[src/rtl/fcb_rfu_rd_pkg.sv]
// Shared types and helpers for the FCB register-file FIFO read serializer.
package fcb_rfu_rd_pkg;

  typedef enum logic [0:0] {
    ST_IDLE = 1'b0,
    ST_SEND = 1'b1
  } state_t;

  typedef enum logic [1:0] {
    MODE_B8  = 2'b00,
    MODE_B16 = 2'b01,
    MODE_B32 = 2'b10
  } mode_t;

  function automatic logic [2:0] beats_per_word(mode_t m);
    logic [2:0] n;
    case (m)
      MODE_B8:  n = 3'd4;
      MODE_B16: n = 3'd2;
      default:  n = 3'd1;
    endcase
    return n;
  endfunction

endpackage

[src/rtl/fcb_rfu_lane_mux.sv]
// Combinational beat select: picks the byte/halfword/word slot for the current lane.
module fcb_rfu_lane_mux
  import fcb_rfu_rd_pkg::*;
(
  input  logic [31:0] hold_i,
  input  mode_t       mode_i,
  input  logic        endian_i,
  input  logic [1:0]  lane_i,
  output logic [31:0] beat_o
);

  logic [1:0] slot8;
  logic       slot16;

  // Big-endian walks the slots from the top: slot = N-1-k is the bitwise inverse of k.
  assign slot8  = endian_i ? ~lane_i : lane_i;
  assign slot16 = endian_i ? ~lane_i[0] : lane_i[0];

  always_comb begin
    beat_o = '0;
    case (mode_i)
      MODE_B8:  beat_o[7:0]  = hold_i[{slot8, 3'b000} +: 8];
      MODE_B16: beat_o[15:0] = hold_i[{slot16, 4'b0000} +: 16];
      default:  beat_o       = hold_i;
    endcase
  end

endmodule

[src/rtl/fcb_rfu_rd_serializer.sv]
// Drains 32-bit words from the register-file FIFO and emits them as 1/2/4-byte beats
// over a valid/ready handshake.
module fcb_rfu_rd_serializer
  import fcb_rfu_rd_pkg::*;
#(
  parameter int PAR_FIFO_DATA_WIDTH = 32,
  parameter int PAR_WCNT_WIDTH      = 16
) (
  input  logic                           fifo_clk,
  input  logic                           fifo_rst_n,
  input  logic [PAR_FIFO_DATA_WIDTH-1:0] fifo_rd_data,
  input  logic                           fifo_empty_flag,
  output logic                           fifo_rd_en,
  input  logic [1:0]                     cfg_mode,
  input  logic                           cfg_big_endian,
  input  logic                           flush,
  output logic [31:0]                    ser_data,
  output logic                           ser_valid,
  input  logic                           ser_ready,
  output logic                           ser_last,
  output logic [PAR_WCNT_WIDTH-1:0]      word_cnt,
  output logic                           busy
);

  if (PAR_FIFO_DATA_WIDTH != 32) begin : g_width_check
    $error("fcb_rfu_rd_serializer: PAR_FIFO_DATA_WIDTH must be 32");
  end

  state_t                    state_q, state_d;
  logic [31:0]               hold_q, hold_d;
  logic [1:0]                lane_q, lane_d;
  mode_t                     mode_q, mode_d;
  logic                      endian_q, endian_d;
  logic [PAR_WCNT_WIDTH-1:0] cnt_q, cnt_d;
  logic [31:0]               ser_data_q, ser_data_d;
  logic                      ser_last_q, ser_last_d;

  logic        accept;
  logic        last_acc;
  logic        load;
  logic [31:0] beat_nxt;

  assign ser_valid = (state_q == ST_SEND);
  assign accept    = ser_valid & ser_ready;
  assign last_acc  = accept & ser_last_q;
  assign load      = !flush && !fifo_empty_flag && ((state_q == ST_IDLE) || last_acc);

  // Gated by reset so no pop can escape while the FIFO itself is held in reset.
  assign fifo_rd_en = load & fifo_rst_n;

  always_comb begin
    state_d  = state_q;
    hold_d   = hold_q;
    lane_d   = lane_q;
    mode_d   = mode_q;
    endian_d = endian_q;
    cnt_d    = cnt_q;
    if (flush) begin
      state_d = ST_IDLE;
      lane_d  = '0;
    end else begin
      if (last_acc) begin
        cnt_d   = cnt_q + 1'b1;
        state_d = ST_IDLE;
        lane_d  = '0;
      end else if (accept) begin
        lane_d = lane_q + 2'd1;
      end
      if (load) begin
        state_d  = ST_SEND;
        hold_d   = fifo_rd_data;
        lane_d   = '0;
        mode_d   = (cfg_mode == 2'b11) ? MODE_B32 : mode_t'(cfg_mode);
        endian_d = cfg_big_endian;
      end
    end
  end

  // Beat is selected from next-state values so ser_data/ser_last can be registered.
  fcb_rfu_lane_mux u_lane_mux (
    .hold_i   (hold_d),
    .mode_i   (mode_d),
    .endian_i (endian_d),
    .lane_i   (lane_d),
    .beat_o   (beat_nxt)
  );

  always_comb begin
    ser_data_d = '0;
    ser_last_d = 1'b0;
    if (state_d == ST_SEND) begin
      ser_data_d = beat_nxt;
      ser_last_d = ({1'b0, lane_d} == (beats_per_word(mode_d) - 3'd1));
    end
  end

  always_ff @(posedge fifo_clk or negedge fifo_rst_n) begin
    if (!fifo_rst_n) begin
      state_q    <= ST_IDLE;
      hold_q     <= '0;
      lane_q     <= '0;
      mode_q     <= MODE_B8;
      endian_q   <= 1'b0;
      cnt_q      <= '0;
      ser_data_q <= '0;
      ser_last_q <= 1'b0;
    end else begin
      state_q    <= state_d;
      hold_q     <= hold_d;
      lane_q     <= lane_d;
      mode_q     <= mode_d;
      endian_q   <= endian_d;
      cnt_q      <= cnt_d;
      ser_data_q <= ser_data_d;
      ser_last_q <= ser_last_d;
    end
  end

  assign ser_data = ser_data_q;
  assign ser_last = ser_last_q;
  assign word_cnt = cnt_q;
  assign busy     = ser_valid | !fifo_empty_flag;

endmodule

[config.mk]
export PLATFORM = sky130hd
export DESIGN_NAME = fcb_rfu_rd_serializer
export DESIGN_NICKNAME = d
export VERILOG_FILES = /design/src/rtl/fcb_rfu_rd_pkg.sv /design/src/rtl/fcb_rfu_lane_mux.sv /design/src/rtl/fcb_rfu_rd_serializer.sv
export SDC_FILE = /design/constraint.sdc
export NUM_CORES = 1
export LEC_CHECK = 0
export CAP_MARGIN = 15
export CORE_ASPECT_RATIO = 1.2
export CORE_MARGIN = 2
export CORE_UTILIZATION = 40
export DETAILED_ROUTE_END_ITERATION = 7
export GPL_ROUTABILITY_DRIVEN = 0
export MAX_ROUTING_LAYER = met4
export PLACE_DENSITY = 0.69
export SLEW_MARGIN = 20
export SYNTH_ARGS = -nofsm -noshare
export SYNTH_HDL_FRONTEND = slang
export SYNTH_SLANG_ARGS = --single-unit
[constraint.sdc]
create_clock -name fifo_clk -period 3.2 [get_ports fifo_clk]
set_clock_uncertainty 0.15 [all_clocks]
set_input_delay 0.64 -clock fifo_clk [delete_from_list [all_inputs] [get_ports fifo_clk]]
set_output_delay 0.64 -clock fifo_clk [all_outputs]
set_load 0.05 [all_outputs]
Yosys cells after proc, flatten, opt, wreduce, memory -nomap -nowiden:

Index checks and enable logic that the tools add are counted.

* muxes and demuxes: 23
* bitwise gates (word level): 8
* reductions and logical operators: 8
* $add $sub $neg: 3
* equality and inequality tests: 3
* shifts and indexed selects: 2

Operators with widths (count)
* 32-bit 2-to-1 mux: 3
* 8-bit case mux with 2 select lines: 2
* 32-bit by 6-bit variable part select with 16-bit output: 1
* 32-bit by 6-bit variable part select with 8-bit output: 1
* 16-bit by 1-bit adder with 16-bit output (second input constant): 1
* 16-bit 2-to-1 mux: 1
* 2-bit 2-to-1 mux: 8
* 1-bit 2-to-1 mux: 7
* 3-bit case mux with 2 select lines: 1
* 1-bit AND: 3
* 2-bit by 3-bit == test with 1-bit output: 1
* 3-bit 2-to-1 mux: 1
* 1-bit NOT: 3
* 3-bit by 1-bit subtractor with 3-bit output (second input constant): 1
* 2-bit by 1-bit adder with 2-bit output (second input constant): 1
* 2-bit by 1-bit == test with 1-bit output (second input constant): 1
* 2-bit == test (second input constant): 1
* 1-bit logical AND: 2
* 1-bit logical NOT: 2
* 2-bit logical NOT: 1
* 2-bit NOT: 1
* 2-bit AND reduction: 1
* 2-bit OR reduction: 1
* 1-bit logical OR: 1
* 1-bit bitwise OR: 1

* bits in registers: 87
* input bits: 40

Longest topological paths before layout:

* word-level depth: 12
* mapped depth: 8
* mapped depth without buffers: 7

Cells and area by module:

A second synthesis with hierarchy kept.

* cells, all modules: 367
* area, all modules: 4335.4 sq um

By module, submodules not included
* fcb_rfu_rd_serializer: cells each 222, area an instance 3223.1 sq um, times used 1
* fcb_rfu_lane_mux: cells each 145, area an instance 1112.3 sq um, times used 1

Worst setup path before layout:

Ideal clock, no wire load.

* kind: flip-flop to flip-flop
* start: reg ser_last_q (netlist: ser_last)
* end: reg ser_data_q[0] (netlist: ser_data[0])
* path slack: 0.546 ns
* cell stages (with the launch flop): 7
* library setup time: 0.122 ns
* data required time: 2.928 ns
* arrival time: 2.382 ns
* clock period less this slack: 2.654 ns
* path through: dfrtp_1 > or3b_1 > a311oi_4 > a21boi_4 > nor2_4 > mux2i_1 > a2111oi_1

* longest elaborated chain between the ends: 10
* elaborated cells between the ends (all ways): 25
* those cells by class: 1 x eq/ne; 2 x shift; 16 x mux; 3 x bitwise; 3 x reduce/logical

Ends and longest elaborated chain
* start, declared: RTL line fcb_rfu_rd_serializer.sv:36 `logic ser_last_q, ser_last_d;`
* start signal, assigned: RTL line fcb_rfu_rd_serializer.sv:115 `ser_last_q <= ser_last_d;`
* 1-bit AND *: RTL line fcb_rfu_rd_serializer.sv:45 `assign last_acc = accept & ser_last_q;`
* 1-bit logical OR: RTL line fcb_rfu_rd_serializer.sv:46 `assign load = !flush && !fifo_empty_flag && ((state_q == ST_IDLE) || last_acc);`
* 1-bit logical AND: RTL line fcb_rfu_rd_serializer.sv:46
* 2-bit 2-to-1 mux *: RTL line fcb_rfu_rd_serializer.sv:69 `if (load) begin`
* 2-bit 2-to-1 mux *: RTL line fcb_rfu_rd_serializer.sv:58 `if (flush) begin`
* via lane_d[0]: RTL line fcb_rfu_rd_serializer.sv:31 `logic [1:0] lane_q, lane_d;`
* 1-bit NOT or 2-bit NOT (tied branches): RTL line fcb_rfu_lane_mux.sv:17, fcb_rfu_lane_mux.sv:16
* 1-bit 2-to-1 mux or 2-bit 2-to-1 mux (tied branches): RTL line fcb_rfu_lane_mux.sv:17, fcb_rfu_lane_mux.sv:16
* 32-bit by 6-bit variable part select with 16-bit output or 32-bit by 6-bit variable part select with 8-bit output (tied branches): RTL line fcb_rfu_lane_mux.sv:23, fcb_rfu_lane_mux.sv:22
* 8-bit case mux with 2 select lines *: RTL line fcb_rfu_lane_mux.sv:21 `case (mode_i)`
* 32-bit 2-to-1 mux *: RTL line fcb_rfu_rd_serializer.sv:91 `if (state_d == ST_SEND) begin`
* via ser_data_d[0]: RTL line fcb_rfu_rd_serializer.sv:35 `logic [31:0] ser_data_q, ser_data_d;`
* end signal, assigned: RTL line fcb_rfu_rd_serializer.sv:114 `ser_data_q <= ser_data_d;`
* end, declared: RTL line fcb_rfu_rd_serializer.sv:35

The timed path passes the listed nets; every way through them passes the cells marked *.
A chain may end at the register's enable or synchronous reset.

Worst setup path in the final report:

* start: in ser_ready
* end: reg ser_data_q[5] (netlist: ser_data[5])

* longest elaborated chain between the ends: 11
* elaborated cells between the ends (all ways): 27
* those cells by class: 1 x eq/ne; 2 x shift; 17 x mux; 4 x bitwise; 3 x reduce/logical

Ends and longest elaborated chain
* start, declared: RTL line fcb_rfu_rd_serializer.sv:19 `input logic ser_ready,`
* 1-bit AND *: RTL line fcb_rfu_rd_serializer.sv:44 `assign accept = ser_valid & ser_ready;`
* 1-bit AND: RTL line fcb_rfu_rd_serializer.sv:45
* 1-bit logical OR: RTL line fcb_rfu_rd_serializer.sv:46
* 1-bit logical AND: RTL line fcb_rfu_rd_serializer.sv:46
* 2-bit 2-to-1 mux *: RTL line fcb_rfu_rd_serializer.sv:69
* 2-bit 2-to-1 mux *: RTL line fcb_rfu_rd_serializer.sv:58
* via lane_d[0]: RTL line fcb_rfu_rd_serializer.sv:31
* 1-bit NOT or 2-bit NOT (tied branches): RTL line fcb_rfu_lane_mux.sv:17, fcb_rfu_lane_mux.sv:16
* 1-bit 2-to-1 mux or 2-bit 2-to-1 mux (tied branches): RTL line fcb_rfu_lane_mux.sv:17, fcb_rfu_lane_mux.sv:16
* 32-bit by 6-bit variable part select with 16-bit output or 32-bit by 6-bit variable part select with 8-bit output (tied branches): RTL line fcb_rfu_lane_mux.sv:23, fcb_rfu_lane_mux.sv:22
* 8-bit case mux with 2 select lines *: RTL line fcb_rfu_lane_mux.sv:21
* 32-bit 2-to-1 mux *: RTL line fcb_rfu_rd_serializer.sv:91
* via ser_data_d[5]: RTL line fcb_rfu_rd_serializer.sv:35

Marks and branches as above.

==> impl_results.md <==
- Mean area per synthesized cell: 10.5 um^2
- Critical Path Start: ser_ready
- I/O pin count: 92
- Crit path max-delay family: compound AO/OA/AOI/OAI gates
- Setup-failing EPs final: 0
- Syn Inst Count: 371
- Main synth FF type: dfrtp_1
- Die height: 112 um
- Max Cap Viol: 0
- Min cycle time layout: 2.97 ns
- CTS resizes: 0
- Nets: 535
- Top-count cell post-synth: dfrtp_1
- Die area: 10500 um^2
- Finished Cell Area: 5500 um^2
- Yosys warnings: 0
- Core area: 9520 um^2
- Post-synth top cells: 87 x dfrtp_1, 48 x nand2_1, 30 x nor2_1, 22 x inv_1, 22 x mux2i_1
- Area grow syn2layout: 41.2%
- Buffer count from post-CTS setup fixing: 0
- Crit path kind: in -> reg
- Slew HR: 58.5%
- Slowest stage delay, CP: 0.48 ns
- Crit path DAT: 3.01 ns
- RSZ-0062 raised after global routing: false
- Top fanout value on the critical path: 6
- Final worst-path cycle share: 92.8%
- Multi-input gate area: 1590 um^2
- Synth Net Count: 412
- Layout fillers: 842
- Final hold viol count: 0
- Combinational Power Share: 27.4%
- CP Depth: 7
- Worst hold slack: 0.235 ns
- Switching share of power: 31.6%
- Maximum VDD drop: 308 uV
- GRT Util Overall: 21.2%
- Cell Rows: 39
- Post-synth EDFFs: 0
- Clk_lat worst skew: 0.34 ns
- Worst r2r src: ser_last
- Status: finished, final reports clean
- Internal: 2.28 mW
- Largest net degree at the start of global routing: 50
- CTS tree: done
- Max Fclk: 337 MHz
- Total power: 3.33 mW
- Starting Density: 40.9%
- Cell area after synthesis: 3900 um^2
- Pre-CTS WS: -0.0647 ns
- Total grt overflow: 0
- CTS max path bufs: 2
- CTS buffer count: 9
- Worst setup SP type: primary input
- Ys async rst share: 100%
- Setup_tns: 0 ns
- Routed WL per cell: 16.5 um
- Sink Count: 87
- CTS Hold Buffers Added: 0
- First-pass GRT wire length: 16700 um
- Worst setup margin: 0.230 ns
- Antenna violations before repair: 0
- Net Switching: 1.05 mW
- Pins Over Slew Limit: 0
- DR vias: 3259
- Initial DRC count: 192
- Synth top area share: 55.9%
- Ant diodes: 0
- Post-synth top area cell: dfrtp_1
- CP bufs+invs: 1
- First-pass DRT Iterations: 4
- Min-Delay Path Class: in -> async
- Root Buffer: clkbuf_16
- Leak pwr: 2.47 nW
- Inst Count DP: 606
- Post-Route WL: 10200 um
- DP HPWL: 7610 um
- Share of layout cells above drive strength 1: 12.4%
- ANT nets after route: 0
- Sequential area share after synthesis: 55.9%
- Register Area: 2180 um^2
- Vias in the first global route: 3327
- Reg clk slew, reported paths: 0.06 ns
- Synth top area cells: dfrtp_1 56%, mux2i_1 5.7%, nand2_1 4.6%, xnor2_1 3.6%, nor2_1 2.9%
- R2R depth: 6
- H-tree depth: 3
- IO buf count: 91
- Slowest cell on the critical path: clkdlybuf4s50_1
- Power Density: 606 nW/um^2
- Residual DRC: 0
- Non-filler cells, final: 622
- Critical path cell sequence: clkdlybuf4s50_1 > or3b_1 > a311oi_4 > a21boi_4 > nor2_4 > mux2i_1 > a2111oi_1
- Layout Utilization: 57.8%
- Actual slew at the worst max-slew pin: 0.622 ns
- Cell variety after synth: 51
- Die width: 94.1 um
- Power share of the clock group: 33.9%
- Flop pwr share: 38.7%
- Vias per cell: 5.24
- Worst Path Required: 3.24 ns
- Cell Area, Placed: 5180 um^2
- Critical Path End Type: flip-flop
- #FFs+latches synth: 87
[flip-flops by register name, summed over array words and instances, names as in the netlist]
register / count
lane_q: 2
ser_valid: 1
mode_q: 2
ser_data: 32
ser_last: 1
word_cnt: 16
hold_q: 32
endian_q: 1
[layout by cell type, fill, tap and decap left out, drive strengths merged, types with 2 or more instances in the layout]
master | netlist | routed
clkdlybuf4s50 | 0 | 88
dfrtp | 87 | 87
nand2 | 48 | 48
buf | 5 | 35
nor2 | 31 | 31
mux2i | 22 | 22
inv | 22 | 22
o21ai | 22 | 22
nand3 | 20 | 20
a21oi | 19 | 19
xnor2 | 16 | 16
clkbuf | 6 | 11
and3 | 7 | 7
a211oi | 7 | 7
a2111oi | 6 | 6
o211ai | 4 | 4
a31oi | 4 | 4
nand4 | 4 | 4
mux2 | 3 | 3
nand2b | 3 | 3
a21o | 3 | 3
xor2 | 3 | 3
o311ai | 3 | 3
nor3 | 2 | 2
o21a | 2 | 2
nand3b | 2 | 2
bufinv | 0 | 2
a21boi | 2 | 2
clkinv | 0 | 2
[power groups by stage]
| stage | logic, mW | registers, mW | clock network [mW] |
|---|---|---|---|
| 2_1_floorplan | 0.365 | 1.48 | 0 |
| 6_report | 0.915 | 1.29 | 1.13 |
| 5_1_grt | 0.988 | 1.30 | 1.19 |
| 3_3_place_gp | 0.894 | 1.31 | 0 |
| 3_5_place_dp | 0.912 | 1.31 | 0 |
| 4_1_cts | 0.918 | 1.29 | 1.15 |
[area by class of cell]
class | instances | share of cell area (%)
Sequential cell | 87 | 39.6
Multi-Input combinational cell | 251 | 29.0
Timing Repair Buffer | 123 | 21.2
Clock buffer | 11 | 4.41
Tap cell | 123 | 2.80
Inverter | 22 | 1.50
Clock inverter | 5 | 1.48
[routing by layer]
metal / GRT usage, % / part of all wire (%)
met3: 3.83 / 5.2
met2: 35.8 / 52
met5: - / 0
met1: 24.9 / 40
met4: 8.41 / 2.4
[kinds of logic (layout without fill, tap and decap cells)]
group                    count (synthesis)  in the layout  synth area share [%]
AO/OA/AOI/OAI                           81             81                  14.5
XOR/XNOR                                19             19                  4.27
adder cells (fa/ha/maj)                  1              1                 0.321
buffers and inverters                   33            161                  3.40
flip-flops                              87             87                  55.9
multiplexers                            25             25                  6.52
AND/OR/NAND/NOR                        125            125                  15.1
[worst paths after layout]
| kind | endpoint | slack (ns) |
|---|---|---|
| worst max-delay path | ser_data[5] | 0.23 |
| worst min-delay path | hold_q[25] | 0.23 |
| worst max register to register | ser_data[5] | 0.55 |
| worst min register to register | word_cnt[15] | 0.33 |
| max in group asynchronous | ser_data[0] | 1.66 |
| min in group fifo_clk | word_cnt[15] | 0.33 |
Power figures use the tool's default switching activity.
